File: src/rtl/rf_wb_ctrl_pkg.sv
// ---------------------------------------------------------------------------
// rf_wb_ctrl_pkg
// Shared definitions for the register-file write-back controller:
//   - default register index / data widths
//   - index of the hard-wired zero register (x0)
//   - requester identifiers used by the round-robin pointer
// ---------------------------------------------------------------------------
package rf_wb_ctrl_pkg;

    localparam int RF_ADDR_WIDTH = 5;
    localparam int RF_DATA_WIDTH = 32;

    // x0 is hard-wired to zero: never written, never busy.
    localparam int RF_X0_IDX = 0;

    // Requester that wins the next contended cycle.
    typedef enum logic {
        REQ_EXU = 1'b0,
        REQ_LSU = 1'b1
    } req_id_e;

endpackage : rf_wb_ctrl_pkg

File: src/rtl/rf_scoreboard.sv
// ---------------------------------------------------------------------------
// rf_scoreboard
// One busy bit per architectural register, used by the IDU for RAW stalls.
//   clk, rst             : clock, synchronous active-high reset (clears all)
//   set_en, set_addr     : issued instruction will write set_addr
//   clr_en, clr_addr     : register-file write in progress this cycle
//   chk_addr1/2          : source registers being checked
//   busy1/2              : registered busy bit of chk_addr1/2 (no bypass)
// ---------------------------------------------------------------------------
module rf_scoreboard
    import rf_wb_ctrl_pkg::*;
#(
    parameter int ADDR_WIDTH = RF_ADDR_WIDTH
) (
    input  logic                  clk,
    input  logic                  rst,
    input  logic                  set_en,
    input  logic [ADDR_WIDTH-1:0] set_addr,
    input  logic                  clr_en,
    input  logic [ADDR_WIDTH-1:0] clr_addr,
    input  logic [ADDR_WIDTH-1:0] chk_addr1,
    input  logic [ADDR_WIDTH-1:0] chk_addr2,
    output logic                  busy1,
    output logic                  busy2
);

    localparam int NREG = 2 ** ADDR_WIDTH;

    logic [NREG-1:0] busy_q;
    logic [NREG-1:0] busy_d;

    generate
        for (genvar gi = 0; gi < NREG; gi++) begin : g_bit
            if (gi == RF_X0_IDX) begin : g_x0
                // x0 can never hold a pending write.
                assign busy_d[gi] = 1'b0;
            end else begin : g_reg
                logic set_hit;
                logic clr_hit;
                assign set_hit = set_en && (set_addr == ADDR_WIDTH'(gi));
                assign clr_hit = clr_en && (clr_addr == ADDR_WIDTH'(gi));
                // A same-cycle set belongs to a younger instruction, so it
                // overrides the clear of the older write.
                assign busy_d[gi] = set_hit | (busy_q[gi] & ~clr_hit);
            end
        end
    endgenerate

    always_ff @(posedge clk) begin
        if (rst) begin
            busy_q <= '0;
        end else begin
            busy_q <= busy_d;
        end
    end

    // Bit 0 is constant 0, so checking x0 always reads not-busy.
    assign busy1 = busy_q[chk_addr1];
    assign busy2 = busy_q[chk_addr2];

endmodule : rf_scoreboard

File: src/rtl/rf_wb_ctrl.sv
// ---------------------------------------------------------------------------
// rf_wb_ctrl
// Shares the register file's single write port between EXU and LSU with a
// round-robin arbiter, registers the winning write, and keeps the busy
// scoreboard used by the IDU for RAW hazard stalls.
//   clk, rst                        : clock, synchronous active-high reset
//   exu_valid/ready/waddr/wdata     : EXU write-back handshake
//   lsu_valid/ready/waddr/wdata     : LSU write-back handshake
//   set_en, set_addr                : IDU marks a destination register busy
//   chk_addr1/2, busy1/2            : IDU source-register busy lookup
//   rf_wen, rf_waddr, rf_wdata      : registered register-file write port
// ---------------------------------------------------------------------------
module rf_wb_ctrl
    import rf_wb_ctrl_pkg::*;
#(
    parameter int ADDR_WIDTH = RF_ADDR_WIDTH,
    parameter int DATA_WIDTH = RF_DATA_WIDTH
) (
    input  logic                  clk,
    input  logic                  rst,
    input  logic                  exu_valid,
    output logic                  exu_ready,
    input  logic [ADDR_WIDTH-1:0] exu_waddr,
    input  logic [DATA_WIDTH-1:0] exu_wdata,
    input  logic                  lsu_valid,
    output logic                  lsu_ready,
    input  logic [ADDR_WIDTH-1:0] lsu_waddr,
    input  logic [DATA_WIDTH-1:0] lsu_wdata,
    input  logic                  set_en,
    input  logic [ADDR_WIDTH-1:0] set_addr,
    input  logic [ADDR_WIDTH-1:0] chk_addr1,
    input  logic [ADDR_WIDTH-1:0] chk_addr2,
    output logic                  busy1,
    output logic                  busy2,
    output logic                  rf_wen,
    output logic [ADDR_WIDTH-1:0] rf_waddr,
    output logic [DATA_WIDTH-1:0] rf_wdata
);

    localparam logic [ADDR_WIDTH-1:0] X0_ADDR = ADDR_WIDTH'(RF_X0_IDX);

    req_id_e               rr_q;
    req_id_e               rr_d;
    logic                  grant_exu;
    logic                  grant_lsu;

    logic                  wen_q;
    logic                  wen_d;
    logic [ADDR_WIDTH-1:0] waddr_q;
    logic [ADDR_WIDTH-1:0] waddr_d;
    logic [DATA_WIDTH-1:0] wdata_q;
    logic [DATA_WIDTH-1:0] wdata_d;

    // -----------------------------------------------------------------------
    // Round-robin arbiter. The pointer only moves on a contended grant, so a
    // lone requester never steals the other side's next turn.
    // -----------------------------------------------------------------------
    always_comb begin
        grant_exu = 1'b0;
        grant_lsu = 1'b0;
        rr_d      = rr_q;
        if (!rst) begin
            if (exu_valid && lsu_valid) begin
                if (rr_q == REQ_EXU) begin
                    grant_exu = 1'b1;
                    rr_d      = REQ_LSU;
                end else begin
                    grant_lsu = 1'b1;
                    rr_d      = REQ_EXU;
                end
            end else if (exu_valid) begin
                grant_exu = 1'b1;
            end else if (lsu_valid) begin
                grant_lsu = 1'b1;
            end
        end
    end

    assign exu_ready = grant_exu;
    assign lsu_ready = grant_lsu;

    // -----------------------------------------------------------------------
    // Output register. An x0 write completes its handshake but never raises
    // the write enable; address/data hold when nothing is accepted.
    // -----------------------------------------------------------------------
    always_comb begin
        wen_d   = 1'b0;
        waddr_d = waddr_q;
        wdata_d = wdata_q;
        if (grant_exu) begin
            wen_d   = (exu_waddr != X0_ADDR);
            waddr_d = exu_waddr;
            wdata_d = exu_wdata;
        end else if (grant_lsu) begin
            wen_d   = (lsu_waddr != X0_ADDR);
            waddr_d = lsu_waddr;
            wdata_d = lsu_wdata;
        end
    end

    always_ff @(posedge clk) begin
        if (rst) begin
            rr_q    <= REQ_EXU;
            wen_q   <= 1'b0;
            waddr_q <= '0;
            wdata_q <= '0;
        end else begin
            rr_q    <= rr_d;
            wen_q   <= wen_d;
            waddr_q <= waddr_d;
            wdata_q <= wdata_d;
        end
    end

    // Reset drops an in-flight write immediately rather than one cycle late.
    assign rf_wen   = wen_q & ~rst;
    assign rf_waddr = waddr_q;
    assign rf_wdata = wdata_q;

    rf_scoreboard #(
        .ADDR_WIDTH (ADDR_WIDTH)
    ) u_scoreboard (
        .clk       (clk),
        .rst       (rst),
        .set_en    (set_en),
        .set_addr  (set_addr),
        .clr_en    (wen_q),
        .clr_addr  (waddr_q),
        .chk_addr1 (chk_addr1),
        .chk_addr2 (chk_addr2),
        .busy1     (busy1),
        .busy2     (busy2)
    );

endmodule : rf_wb_ctrl

File: config.mk
export PLATFORM = sky130hd
export DESIGN_NAME = rf_wb_ctrl
export DESIGN_NICKNAME = d
export VERILOG_FILES = /design/src/rtl/rf_wb_ctrl_pkg.sv /design/src/rtl/rf_scoreboard.sv /design/src/rtl/rf_wb_ctrl.sv
export SDC_FILE = /design/constraint.sdc
export NUM_CORES = 1
export LEC_CHECK = 0
export CELL_PAD_IN_SITES_DETAIL_PLACEMENT = 1
export CELL_PAD_IN_SITES_GLOBAL_PLACEMENT = 2
export CORE_MARGIN = 3
export CORE_UTILIZATION = 27
export CTS_BUF_LIST = sky130_fd_sc_hd__clkbuf_16
export DETAILED_ROUTE_END_ITERATION = 6
export PLACE_DENSITY_LB_ADDON = 0.3
export SLEW_MARGIN = 20
export SYNTH_ARGS = -nofsm -noshare
export SYNTH_HDL_FRONTEND = slang
export SYNTH_SLANG_ARGS = --single-unit
File: constraint.sdc
create_clock -name clk -period 2.4 [get_ports clk]
set_input_delay 0.24 -clock clk [delete_from_list [all_inputs] [get_ports clk]]
set_output_delay 0.24 -clock clk [all_outputs]
set_load 0.05 [all_outputs]
**Word-level counts from Yosys, hierarchy flattened**

Cells that the tools add are included.

- Flip-flop bits (word level): 71
- Input port bits: 94
- Output and inout port bits: 42
- Logic and storage cells: 250

- $lt $le $gt $ge: 2
- Equal/unequal tests: 62
- Muxes and demuxes: 19
- Bitwise logic cells: 95
- Reduce and logical (&&, ||, !) cells: 66

Operators with widths:

| kind | count |
|---|---|
| $eq A5 B5 Y1 const B | 32 |
| $eq A5 B4 Y1 const B | 16 |
| $mux W32 | 2 |
| $logic_and A1 B1 Y1 | 63 |
| $eq A5 B3 Y1 const B | 8 |
| $and A1 B1 Y1 | 32 |
| $not A1 Y1 | 32 |
| $or A1 B1 Y1 | 31 |
| $eq A5 B2 Y1 const B | 4 |
| $mux W1 | 13 |
| $lt A5 B6 Y1 const B | 2 |
| $bmux W1 S5 | 2 |
| $eq A5 B1 Y1 const B | 2 |
| $mux W5 | 2 |
| $reduce_bool A5 Y1 | 2 |
| $reduce_bool A2 Y1 | 1 |

**Longest topological paths before layout**

Gate-level depths: netlist of run 1.

- Depth after elaboration: 6
- Gate-level depth with buffers: 6
- Gate-level depth less buffers: 4

**Modules after synthesis**

Synthesis of run 1 repeated with hierarchy kept, for this count alone.

- Cell total of the unflattened synthesis: 390
- Area total of the unflattened synthesis: 3617.2 um2

Modules (own cells, without submodules):

| module | times used | cells each | area each (um2) | seq. area each (um2) |
|---|---|---|---|---|
| rf_scoreboard | 1 | 237 | 1846.8 | 620.6 |
| rf_wb_ctrl | 1 | 153 | 1770.4 | 780.7 |

**Worst setup path before layout of run 1**

Ideal clock, no wire load.

- Kind: input port to output port
- From: in chk_addr1[0]
- To: out busy1
- Arrival: 1763 ps
- Required time: 2160 ps
- Setup slack: 397 ps
- Stages on the path: 5
- Cell sequence: clkbuf_1 mux4_2 nand2b_1 o211ai_1 nand4_1

- Longest elaborated chain between the ends: 2

RTL lines:

| what | RTL line | source |
|---|---|---|
| start: declaration | rf_wb_ctrl.sv:31 | `input logic [ADDR_WIDTH-1:0] chk_addr1,` |
| $bmux W1 S5 | rf_scoreboard.sv:58 | `assign busy1 = busy_q[chk_addr1];` |
| $mux W1 (not written as such) | rf_scoreboard.sv:58 |  |
| end: declaration | rf_wb_ctrl.sv:33 | `output logic busy1,` |

No other way between the ends. The select of a mux whose other input is x is not followed.

**Worst setup path in the final report of run 1**

- From: in chk_addr2[0]
- To: out busy2

- Longest elaborated chain between the ends: 2

RTL lines:

| what | RTL line | source |
|---|---|---|
| start: declaration | rf_wb_ctrl.sv:32 | `input logic [ADDR_WIDTH-1:0] chk_addr2,` |
| $bmux W1 S5 | rf_scoreboard.sv:59 | `assign busy2 = busy_q[chk_addr2];` |
| $mux W1 (not written as such) | rf_scoreboard.sv:59 |  |
| end: declaration | rf_wb_ctrl.sv:34 | `output logic busy2,` |

No other way between the ends. The select of a mux whose other input is x is not followed.

==> impl_metrics.ini, run 1 <==
[grt]
first_global_vias = 3946
grt_pass1_wl_mm = 20.9
gr-total-overflow = 0
grt_max_degree = 44
grt_usage_pct = 18.2
antenna_found_initial = 0

[critical_path]
crit_path_start_kind = input pin
startpoint = chk_addr2[0]
r2r-start = rr_q
path_delay_family = buffers and inverters
cp_num_cells = 6
end_kind = primary output
worstPathArrival_ns = 2.04
worstPathCellList = clkdlybuf4s50_1, mux4_2, nand2b_1, o2111ai_1, nand4_1, buf_4
crit_fanout = 7
regToRegSetupSlack_ns = 0.90
cpPeakStageDelay_ns = 0.67
reg2reg_to = rf_wdata[9]
crit_buf_inv = 2
critPathRequiredTime_ns = 2.16
crit_path_top_delay_cell = clkdlybuf4s50_1
reg2regPathDepth = 5
crit_end = busy2
critPathKind = input pin to primary output

[clocking]
cts_tree = built
path_clk_slew_ns = 0.06
clk_path_buf_depth = 2
cts_buffers = 9
cts.repair.resized = 0
postCtsHoldBufs = 0
cts_setup_buffers = 0
clock-root-buffer = clkbuf_16
cts_htree_levels = 3
clk_latency_ns = 0.33
cts.sinks = 70

[drt]
ant_nets = 0
wirelength_mm = 13.2
viasPerCell = 5.07
wl_per_cell_um = 18.1
route.vias.total = 3684
drt_iter0_drc = 157
firstDrtPassIters = 5
route.detailed.drc = 0

[sta]
rsz0062_at_grt = false
tns_ns = 0
finalCritPeriodShare_pct = 94.8
final_hold_viol_count = 0
finalSetupViolations = 0
clock.fmax_ghz = 0.440
clock_skew_ns = 0.0102
relSlewSlack_pct = 59.9
hold_ws_ns = 0.482
drv_slew = 0
min_period_ns = 2.28
tightestPinTransition_ns = 0.599

[place]
post_dp_cell_area_sq_um = 5110
dp.final_hpwl_mm = 10.1
io_buffers = 135
routabilityCongestion = 0.847

[logic_synthesis]
syn-instance-count = 423
synth_top_area_cell = dfxtp_1
synth-seq-cells = 70
synthTopCellsByCount = 70 x dfxtp_1, 47 x nor2_1, 46 x mux2i_1
async_flop_share_pct = 0
synth.area.top_cells = dfxtp_1 39%, mux2i_1 13%, a211oi_1 6.3%
synth_top_area_share_pct = 39.2
syn_nets = 517
synth_edf_count = 0
yosysWarningCount = 0
synthDistinctLibCells = 34
yosys.cell_count.top_type = dfxtp_1
synth_ff_type = dfxtp_1
syn_area_sq_um = 3570
ys_seq_area_share_pct = 39.2
syn_area_per_cell_sq_um = 8.45

[pwr]
leakagePower_nw = 1.91
peakVddDrop_uv = 275
power_density_nw_per_um2 = 664

[floorplan]
dieArea_sq_um = 14700
io_pins = 136
die_y_um = 121
rows = 41
start_util_pct = 28.0
die_x_um = 121
core_sq_um = 12800

[flow_run]
maxCapViolations = 0

[finish]
area_growth_pct = 52.5
final_nets = 644
antennaDiodeCount = 0
drive_gt1_share_pct = 7.03
final_area_sq_um = 5450
fill_cells = 1490

[min_path]
min_path_type = input pin to flop

[outcome]
status = completed
==> cell usage in the layout (no fill, tap or decap), types with 3 or more instances in the layout <==
| cell | count |
|---|---|
| nand2b_1 | 7 |
| a22oi_1 | 7 |
| nand3_1 | 20 |
| dfxtp_1 | 70 |
| a311oi_1 | 4 |
| a21oi_1 | 41 |
| nor2b_1 | 14 |
| mux4_2 | 6 |
| buf_12 | 3 |
| inv_1 | 3 |
| buf_4 | 11 |
| a211oi_1 | 30 |
| clkdlybuf4s50_1 | 130 |
| nand3b_1 | 3 |
| bufinv_16 | 3 |
| o21ai_0 | 33 |
| clkbuf_16 | 9 |
| nand4_1 | 3 |
| mux2i_1 | 46 |
| nor2_1 | 47 |
| nand2_1 | 42 |
==> state kept, by name (all words and copies together), names as in the netlist <==
signal,count
rr_q,1
rf_wdata,32
rf_waddr,5
u_scoreboard.busy_q,31
wen_q,1
==> worst min path at each step <==
stage                                 startpoint                      to  cells after the start
final                              exu_wdata[19]            rf_wdata[19]                      3
after CTS                          lsu_wdata[30]            rf_wdata[30]                      3
after global routing               lsu_wdata[19]            rf_wdata[19]                      3
after global placement              rf_wdata[30]            rf_wdata[30]                      2
after detailed placement  u_scoreboard.busy_q[8]  u_scoreboard.busy_q[8]                      2
after floorplan                    exu_wdata[14]            rf_wdata[14]                      2
==> cell type report <==
class	instances	area (sq um)	area share, %
inverters	2	7.51	0.138
well taps	172	215	3.95
clock buffers	9	225	4.13
flip-flops and latches	70	1400	25.7
clock inverters	7	114	2.09
multi-input cells	322	2040	37.4
repair buffers	145	1450	26.6
==> stage by stage <==
stage	worst slack [ns]	std cells	total power [W]	utilization [%]
4_1_cts	0.0926	727	0.00366	42.7
6_report	0.125	727	0.00362	42.7
5_1_grt	0.00887	727	0.00376	42.7
2_1_floorplan	0.397	423	0.00174	-
3_3_place_gp	0.125	711	0.00210	40.0
3_5_place_dp	0.0980	711	0.00211	40.0
==> power by group <==
part	switching, W	total [W]	internal (W)
sequential	0.0000461	0.00127	0.00123
clock	0.000530	0.00154	0.00101
combinational	0.000460	0.000809	0.000349
total	0.00104	0.00362	0.00258
==> logic make-up (layout without fill, tap and decap cells) <==
| group | Yosys count | count (layout) | share of synthesized area [%] |
|---|---|---|---|
| buf+inv | 31 | 163 | 4.03 |
| compound gates | 121 | 121 | 20.6 |
| flops | 70 | 70 | 39.2 |
| simple gates | 148 | 148 | 19.3 |
| mux | 52 | 52 | 16.7 |
| xor+xnor | 1 | 1 | 0.245 |
==> metal layers <==
layer  vias to the layer above  track usage [%]  wire length (um)
li1                       1793                -                 -
met5                         -                0                 0
met4                         0             6.52               239
met1                      1748             21.7              5590
met2                       125             28.4              5970
met3                        18             8.86              1380
==> worst min-delay path, delay by kind of cell <==
| kind | cells | cell delay, ns |
|---|---|---|
| buf+inv | 1 | 0.40 |
| simple gates | 1 | 0.06 |
| compound gates | 1 | 0.07 |
No activity file was read; power rests on OpenSTA's default activity.
==> inputs of run 2 (changes only) <==
CORE_MARGIN = default   (was 3)
==> run 2 against run 1 <==
Compared with the run above:
- core utilization down 0.70 points
- register-to-register slack better by 0.03 ns
- sequential share of layout area up 0.43 points
- non-clock buffer count down 2
==> impl_metrics.ini, run 2 (same netlist as run 1, synthesis figures left out) <==
[grt]
grt_usage_pct = 19.5
grtUsageMet2_pct = 31.9
antenna_found_initial = 0
grt_max_degree = 66
grtUsageMet3_pct = 8.03
grt_pass1_wl_mm = 20.1
busiest_layer = met2
first_global_vias = 3769
gr-total-overflow = 0
met1_usage_pct = 23.7

[sta]
rsz0062_at_grt = false
final_hold_viol_count = 0
drv_slew = 0
tightestPinTransition_ns = 0.735
setup_ws_ns = 0.174
clock.fmax_ghz = 0.449
finalCritPeriodShare_pct = 92.8
min_period_ns = 2.23
tns_ns = 0
finalSetupViolations = 0
relSlewSlack_pct = 51.0
clock_skew_ns = 0.00401

[drt]
route.vias.total = 3648
firstDrtPassIters = 4
drt_iter0_drc = 133
ant_nets = 0
route.detailed.drc = 0
wirelength_mm = 12.8
wl_per_cell_um = 17.6
viasPerCell = 5.04

[floorplan]
die_x_um = 117
rows = 41
core_sq_um = 12800
die_y_um = 117
start_util_pct = 28.0
dieArea_sq_um = 13700
io_pins = 136

[finish]
layout_common_cells = 129 x clkdlybuf4s50_1, 70 x dfxtp_1, 47 x nor2_1
area_growth_pct = 50.0
final_util_pct = 42.0
final_common_cell = clkdlybuf4s50_1
antennaDiodeCount = 0
final_nets = 642
drive_gt1_share_pct = 5.98
largest_reg_flops = 32
final_area_sq_um = 5360

[clocking]
cts_tree = built
cts_setup_buffers = 0
clk_path_buf_depth = 2
cts_htree_levels = 3
clock-root-buffer = clkbuf_16
cts.sinks = 70
path_clk_slew_ns = 0.05
clk_latency_ns = 0.33
cts_buffers = 9

[critical_path]
worstPathArrival_ns = 1.99
crit_fanout = 4
critPathRequiredTime_ns = 2.16
end_kind = primary output
critPathKind = input pin to primary output
crit_path_start_kind = input pin

[pwr]
power_density_nw_per_um2 = 602
leakagePower_nw = 1.89
peakVddDrop_uv = 274

[place]
pre_cts_slack_ns = 0.0927
dp.final_hpwl_mm = 9.67
post_dp_cell_area_sq_um = 5110
io_buffers = 135
routabilityCongestion = 0.863

[outcome]
status = completed

[min_path]
min_path_type = input pin to flop

[flow_run]
maxCapViolations = 0
==> run 2: area by class of cell <==
type                            instances  area [sq um]
Tap cell                              172           215
Sequential cell                        70          1400
Multi-Input combinational cell        322          2040
Fill cell                            1471          7410
Clock buffer                            9           225
Timing Repair Buffer                  143          1450
Clock inverter                          6          25.0
Inverter                                2          7.51
==> run 2: critical path: stages <==
cell and delay [ns]:
clkdlybuf4s50_1 0.60, mux4_2 0.54, nand2b_1 0.16, o2111ai_1 0.13, nand4_1 0.11, buf_4 0.20
==> run 2: path summary, 6_finish.rpt <==
check                          from                      to  slack (ns)  cells after the start
min reg2reg  u_scoreboard.busy_q[8]  u_scoreboard.busy_q[8]        0.50                      2
max                    chk_addr2[0]                   busy2        0.17                      6
max reg2reg                    rr_q            rf_wdata[17]        0.93                      5
min                             rst             rf_waddr[3]        0.24                      2
==> run 2: timing repair <==
action	CTS	global route
resized for setup	0	1
hold buffers	0	0
endpoints found under the setup margin	0	1
==> run 2: stage by stage <==
stage / power (W) / hold slack (ns) / std cells
after floorplan: 0.00174 / 0.399 / 423
after global placement: 0.00210 / 0.488 / 709
after detailed placement: 0.00211 / 0.496 / 709
after CTS: 0.00327 / 0.231 / 724
after global routing: 0.00337 / 0.256 / 724
final: 0.00323 / 0.240 / 724
==> run 2: report_power, final <==
part	total (W)	internal (W)	switching [W]
Sequential	0.00127	0.00123	0.0000467
Clock	0.00115	0.000674	0.000474
Combinational	0.000808	0.000349	0.000459
==> run 2: per-layer routing <==
metal / part of all wire [%] / wire [um]
met1: 45 / 5730
met2: 46 / 5810
met3: 8.6 / 1090
met4: 0.98 / 125
met5: 0 / 0
